===== src/rtl/rv32i_mmio_pkg.sv =====
// Shared definitions for MMIO responders on the RV32I data bus: register word indices,
// control/status bit positions and the byte-lane merge helper.
package rv32i_mmio_pkg;

    localparam logic [2:0] REG_CTRL    = 3'd0;
    localparam logic [2:0] REG_COUNT   = 3'd1;
    localparam logic [2:0] REG_COMPARE = 3'd2;
    localparam logic [2:0] REG_STATUS  = 3'd3;
    localparam logic [2:0] REG_CAPTURE = 3'd4;

    localparam int unsigned CTRL_EN          = 0;
    localparam int unsigned CTRL_AUTO_RELOAD = 1;
    localparam int unsigned CTRL_IRQ_EN      = 2;
    localparam int unsigned CTRL_PS_LSB      = 8;
    localparam int unsigned CTRL_PS_MSB      = 15;
    localparam logic [31:0] CTRL_MASK        = 32'h0000_FF07;

    localparam int unsigned STAT_MATCH = 0;
    localparam int unsigned STAT_OVF   = 1;

    function automatic logic [31:0] be_merge(input logic [31:0] old,
                                             input logic [31:0] wdata,
                                             input logic [3:0]  be);
        logic [31:0] res;
        for (int i = 0; i < 4; i++) begin
            res[8*i +: 8] = be[i] ? wdata[8*i +: 8] : old[8*i +: 8];
        end
        return res;
    endfunction

endpackage


===== src/rtl/rv32i_mmio_timer_prescaler.sv =====
// Prescaler for the MMIO timer: an 8-bit counter that emits one tick every PRESCALE+1 enabled
// cycles and can be restarted from the register file.
module timer_prescaler (
    input  logic       clk,
    input  logic       reset,
    input  logic       en,
    input  logic [7:0] prescale,
    input  logic       clr,
    output logic       tick
);

    logic [7:0] pcnt_q, pcnt_d;

    assign tick = en & (pcnt_q == prescale);

    // A restart takes priority over a tick that fires under the old settings.
    always_comb begin
        pcnt_d = pcnt_q;
        if (clr) begin
            pcnt_d = '0;
        end else if (tick) begin
            pcnt_d = '0;
        end else if (en) begin
            pcnt_d = pcnt_q + 8'd1;
        end
    end

    always_ff @(posedge clk) begin
        if (!reset) begin
            pcnt_q <= '0;
        end else begin
            pcnt_q <= pcnt_d;
        end
    end

endmodule


===== src/rtl/rv32i_mmio_timer.sv =====
// Memory-mapped prescaled timer with compare, capture and sticky match/overflow flags,
// answering the CPU data port with same-cycle read data.
module rv32i_mmio_timer
    import rv32i_mmio_pkg::*;
#(
    parameter int unsigned ADDR_W        = 5,
    parameter logic [31:0] RESET_COMPARE = 32'hFFFF_FFFF
) (
    input  logic              clk,
    input  logic              reset,
    input  logic              cs,
    input  logic              MemWrite,
    input  logic [ADDR_W-1:0] MemAddr,
    input  logic [31:0]       MemWData,
    input  logic [3:0]        ByteEnable,
    output logic [31:0]       MemRData,
    output logic              irq
);

    logic [31:0] ctrl_q, ctrl_d;
    logic [31:0] count_q, count_d;
    logic [31:0] compare_q, compare_d;
    logic [31:0] capture_q, capture_d;
    logic        match_q, match_d;
    logic        ovf_q, ovf_d;

    logic [2:0]  sel;
    logic        wr;
    logic        wr_ctrl, wr_count, wr_compare, wr_status;
    logic [31:0] ctrl_wdata;
    logic        ps_clr;
    logic        tick;
    logic        set_match, set_ovf;
    logic        clr_match, clr_ovf;
    logic        unused_addr;

    assign sel         = MemAddr[4:2];
    assign unused_addr = ^MemAddr[1:0];

    // ByteEnable=0000 is treated as no write at all, so it cannot pre-empt a tick.
    assign wr         = cs & MemWrite & (|ByteEnable);
    assign wr_ctrl    = wr & (sel == REG_CTRL);
    assign wr_count   = wr & (sel == REG_COUNT);
    assign wr_compare = wr & (sel == REG_COMPARE);
    assign wr_status  = wr & (sel == REG_STATUS);

    assign ctrl_wdata = be_merge(ctrl_q, MemWData, ByteEnable) & CTRL_MASK;
    assign ps_clr     = wr_ctrl &
                        ((ctrl_wdata[CTRL_PS_MSB:CTRL_PS_LSB] != ctrl_q[CTRL_PS_MSB:CTRL_PS_LSB]) |
                         (ctrl_wdata[CTRL_EN] & ~ctrl_q[CTRL_EN]));

    timer_prescaler u_prescaler (
        .clk      (clk),
        .reset    (reset),
        .en       (ctrl_q[CTRL_EN]),
        .prescale (ctrl_q[CTRL_PS_MSB:CTRL_PS_LSB]),
        .clr      (ps_clr),
        .tick     (tick)
    );

    // A CPU write to COUNT wins over the tick and suppresses match/overflow for that cycle.
    always_comb begin
        count_d   = count_q;
        capture_d = capture_q;
        set_match = 1'b0;
        set_ovf   = 1'b0;
        if (wr_count) begin
            count_d = be_merge(count_q, MemWData, ByteEnable);
        end else if (tick) begin
            if (count_q == compare_q) begin
                set_match = 1'b1;
                capture_d = count_q;
                count_d   = ctrl_q[CTRL_AUTO_RELOAD] ? '0 : count_q + 32'd1;
            end else if (count_q == 32'hFFFF_FFFF) begin
                set_ovf = 1'b1;
                count_d = '0;
            end else begin
                count_d = count_q + 32'd1;
            end
        end
    end

    always_comb begin
        ctrl_d    = wr_ctrl ? ctrl_wdata : ctrl_q;
        compare_d = wr_compare ? be_merge(compare_q, MemWData, ByteEnable) : compare_q;
        clr_match = wr_status & ByteEnable[0] & MemWData[STAT_MATCH];
        clr_ovf   = wr_status & ByteEnable[0] & MemWData[STAT_OVF];
        // Hardware set beats a same-cycle W1C.
        match_d   = set_match | (match_q & ~clr_match);
        ovf_d     = set_ovf | (ovf_q & ~clr_ovf);
    end

    always_ff @(posedge clk) begin
        if (!reset) begin
            ctrl_q    <= '0;
            count_q   <= '0;
            compare_q <= RESET_COMPARE;
            capture_q <= '0;
            match_q   <= 1'b0;
            ovf_q     <= 1'b0;
        end else begin
            ctrl_q    <= ctrl_d;
            count_q   <= count_d;
            compare_q <= compare_d;
            capture_q <= capture_d;
            match_q   <= match_d;
            ovf_q     <= ovf_d;
        end
    end

    always_comb begin
        MemRData = '0;
        if (cs & ~MemWrite) begin
            case (sel)
                REG_CTRL:    MemRData = ctrl_q;
                REG_COUNT:   MemRData = count_q;
                REG_COMPARE: MemRData = compare_q;
                REG_STATUS:  MemRData = {30'd0, ovf_q, match_q};
                REG_CAPTURE: MemRData = capture_q;
                default:     MemRData = '0;
            endcase
        end
    end

    assign irq = ctrl_q[CTRL_IRQ_EN] & (match_q | ovf_q);

endmodule


===== config.mk =====
export PLATFORM = sky130hd
export DESIGN_NAME = rv32i_mmio_timer
export DESIGN_NICKNAME = d
export VERILOG_FILES = /design/src/rtl/rv32i_mmio_pkg.sv /design/src/rtl/rv32i_mmio_timer_prescaler.sv /design/src/rtl/rv32i_mmio_timer.sv
export SDC_FILE = /design/constraint.sdc
export NUM_CORES = 1
export LEC_CHECK = 0
export ABC_CLOCK_PERIOD_IN_PS = 2500
export CELL_PAD_IN_SITES_DETAIL_PLACEMENT = 0
export CELL_PAD_IN_SITES_GLOBAL_PLACEMENT = 2
export CORE_UTILIZATION = 30
export DETAILED_ROUTE_END_ITERATION = 16
export PLACE_DENSITY = 0.81
export SLEW_MARGIN = 10
export SYNTH_ARGS = -nofsm -noshare
export SYNTH_HDL_FRONTEND = slang
export SYNTH_SLANG_ARGS = --single-unit

===== constraint.sdc =====
create_clock -name clk -period 2.5 [get_ports clk]
set_clock_uncertainty 0.2 [all_clocks]
set_input_delay 0.375 -clock clk [delete_from_list [all_inputs] [get_ports clk]]
set_output_delay 0.375 -clock clk [all_outputs]
set_load 0.005 [all_outputs]

==> impl_metrics.toml <==
[grt]
grt_pass1_wl_um = 40600
track_usage = 0.228
grt_max_degree = 31
grt-ovfl-total = 0
grt_pass1_vias = 6994
antenna_found_initial = 0

[placed_design]
placed_cells = 1301
numPortBuffers = 75
dpl.hpwl_um = 18800
place.gp.congestion = 0.857
dp_slack_ns = -0.596
placed_area_mm2 = 0.00872

[synth]
seq_area_frac_synth = 0.346
synthArstFlopShare = 0
yosysWarnings = 0
synth_common_cells = "nor2_1, dfxtp_1, nand2_1"
synth_cells = 874
yosys.area.top_type = "dfxtp_1"
syn_area_mm2 = 0.00676
synth_fa_ha_area_frac = 0.00370
yosysMostFrequentCell = "nor2_1"
synth_ff_type = "dfxtp_1"
avgSynthCellArea_um2 = 7.74
yosysTopAreaCellShare = 0.346
synth.distinct_cells = 55
synth_compound_area_frac = 0.178
synth_xor_area_frac = 0.0759
yosys-top-cells-area = "dfxtp_1, nor2_1, mux2i_1, xnor2_1, nand2_1"
synth-simple-area-share = 0.278
synth_edf_count = 0
synthMuxAreaShare = 0.0637
syn-num-nets = 921
synth_seq_cells = 117
synth_top_family_by_area = "simple AND/OR/NAND/NOR gates"

[critical_path]
worst_path_most_repeated_cell = "buf_6"
critPathArrivalTime_ns = 1.87
r2r_setup_slack_ns = 0.06
rr_endpoint = "count_q[6]"
critPathMaxFanout = 6
cp-end-kind = "output port"
cp-startpoint = "MemAddr[2]"
critPathSlowestCell = "dlygate4sd2_1"
start_kind = "input pin"
timing.rr.start = "count_q[0]"
rr_worst_depth = 7
required_ns = 1.92
criticalPathCategory = "input pin to output port"
crit_chain = "dlygate4sd2_1 -> buf_6 -> buf_4 -> o21ai_4 -> nand3b_1 -> buf_6 -> buf_6 -> nor2_2 -> dlygate4sd2_1"
cpPeakStageDelay_ns = 0.25

[routing]
antenna_left = 0
drt_first_iter_violations = 526
viasPerCell = 5.34
wl_met3_um = 1210
dr_wl_met2_um = 12300
routed_wl_um = 25900
dr.max_layer_used = "met4"
via_count = 7191
drtPass1Iterations = 12
wl_per_cell_um = 19.2
drt-met1-wl_um = 12000
drc = 4

[sta]
min_period_over_period = 0.979
tightest_slew_ns = 0.535
final-max-slew-violation-count = 0
fmax_mhz = 409
hold_ws_ns = 0.137
fin_crit_ns = 2.45
timing.final.ws_setup_ns = 0.0527
maxSlewHeadroom = 0.643
finalSetupViolCount = 0
hold_viol = 0
grt_setup_unrepaired = "yes"

[worst_hold_path]
min_from = "reset"
hold_path.class = "input pin to register"
worstHoldEndpoint = "compare_q[29]"
hold_depth = 2

[finish]
design_area_mm2 = 0.00964
instances_no_fill = 1347
synthToLayoutAreaGrowth_pct = 42.6
multi_input_area_mm2 = 0.00423
seq_area_mm2 = 0.00236
final_nets = 1101
final_util = 0.439
fillers = 2221
drive_gt1_frac = 0.238
antenna_cells = 0

[clocking]
cts_sinks = 117
cts_max_path_buffers = 2
clkSlewWorstSetupHoldPaths_ns = 0.06
cts_tree = "yes"
cts_root_buf = "clkbuf_16"
clk-insertion-delay-late_ns = 0.43
cts_max_level = 4
cts_buffers = 17
ctsHoldBuffers = 0

[floorplanning]
die_x_um = 152
initial_core_util = 0.308
core_mm2 = 0.0220
ioPinCount = 78
rows = 54
die_area_mm2 = 0.0231
die_h_um = 152

[status]
violations = "DRC"
status = "complete, but fails checks"

[power]
cellLeakagePower_nw = 4.32
powerDensity_mw_per_mm2 = 525
peakVddDrop_mv = 0.333

[flow_run]
cap_violations = 0
through the flow:
| stage | power [mW] | TNS (ns) |
|---|---|---|
| floorplan | 2.24 | 0 |
| global placement | 2.55 | -37.42 |
| detailed placement | 2.55 | -36.96 |
| CTS | 5.08 | 0 |
| global route | 5.22 | -0.0612 |
| finish | 5.06 | 0 |
timing repair:
item | 4_1_cts | 5_1_grt
pin swaps | 6 | 22
endpoints found under the setup margin | 53 | 78
buffers inserted | 5 | 4
gates resized for setup | 64 | 58
gates cloned | 3 | 2
layer usage:
metal / vias to the layer above / global-route usage
met1: 3486 / 0.302
li1: 3464 / -
met2: 214 / 0.380
met5: - / 0
met4: 0 / 0.0627
met3: 27 / 0.0388
cells by family (layout without fill, tap and decap cells):
kind of cell,Yosys count,after routing
simple gates,393,393
compound gates,187,187
flops,117,117
buf+inv,76,269
xor+xnor,56,56
mux,43,43
fa+ha+maj,2,2
final cells by class:
cell class / instances / share of cell area
clock inverters: 15 / 0.0175
flip-flops and latches: 117 / 0.245
multi-input cells: 681 / 0.438
repair buffers: 232 / 0.217
inverters: 5 / 0.00195
clock buffers: 17 / 0.0441
well taps: 280 / 0.0363
critical path: cells and delay by family:
family	cells	cell delay (ns)
compound gates	1	0.13
buf+inv	6	1.08
simple gates	2	0.26
state kept, by name, indices dropped and copies added, names as in the netlist:
signal,cells
count_q,32
ctrl_q,11
u_prescaler.pcnt_q,8
match_q,1
compare_q,32
capture_q,32
ovf_q,1
report_power, final:
group	internal [mW]	leakage, nW	switching (mW)	total (mW)
clock network	1.49	0.290	1.02	2.51
registers	1.90	0.948	0.0327	1.93
logic	0.291	3.08	0.332	0.623
total	3.68	4.32	1.38	5.06
cell usage in the layout (no fill, tap or decap), types with 21 or more instances in the layout:
cell | synthesis | layout
nor2_1 | 139 | 132
dlygate4sd2_1 | 0 | 21
xnor2_1 | 49 | 41
a22oi_1 | 32 | 32
mux2i_1 | 43 | 43
nand3_1 | 71 | 69
clkdlybuf4s50_1 | 0 | 35
dfxtp_1 | 117 | 109
a21oi_1 | 56 | 54
nand2_1 | 107 | 107
o21ai_0 | 47 | 44
buf_4 | 7 | 135
how the worst max path moves through the flow:
stage / to / depth (start not counted)
6_report: MemRData[7] / 9
5_1_grt: count_q[6] / 7
4_1_cts: MemRData[4] / 9
3_5_place_dp: count_q[16] / 9
3_3_place_gp: count_q[20] / 9
2_1_floorplan: count_q[1] / 9
(Power assumes the default switching activity.)
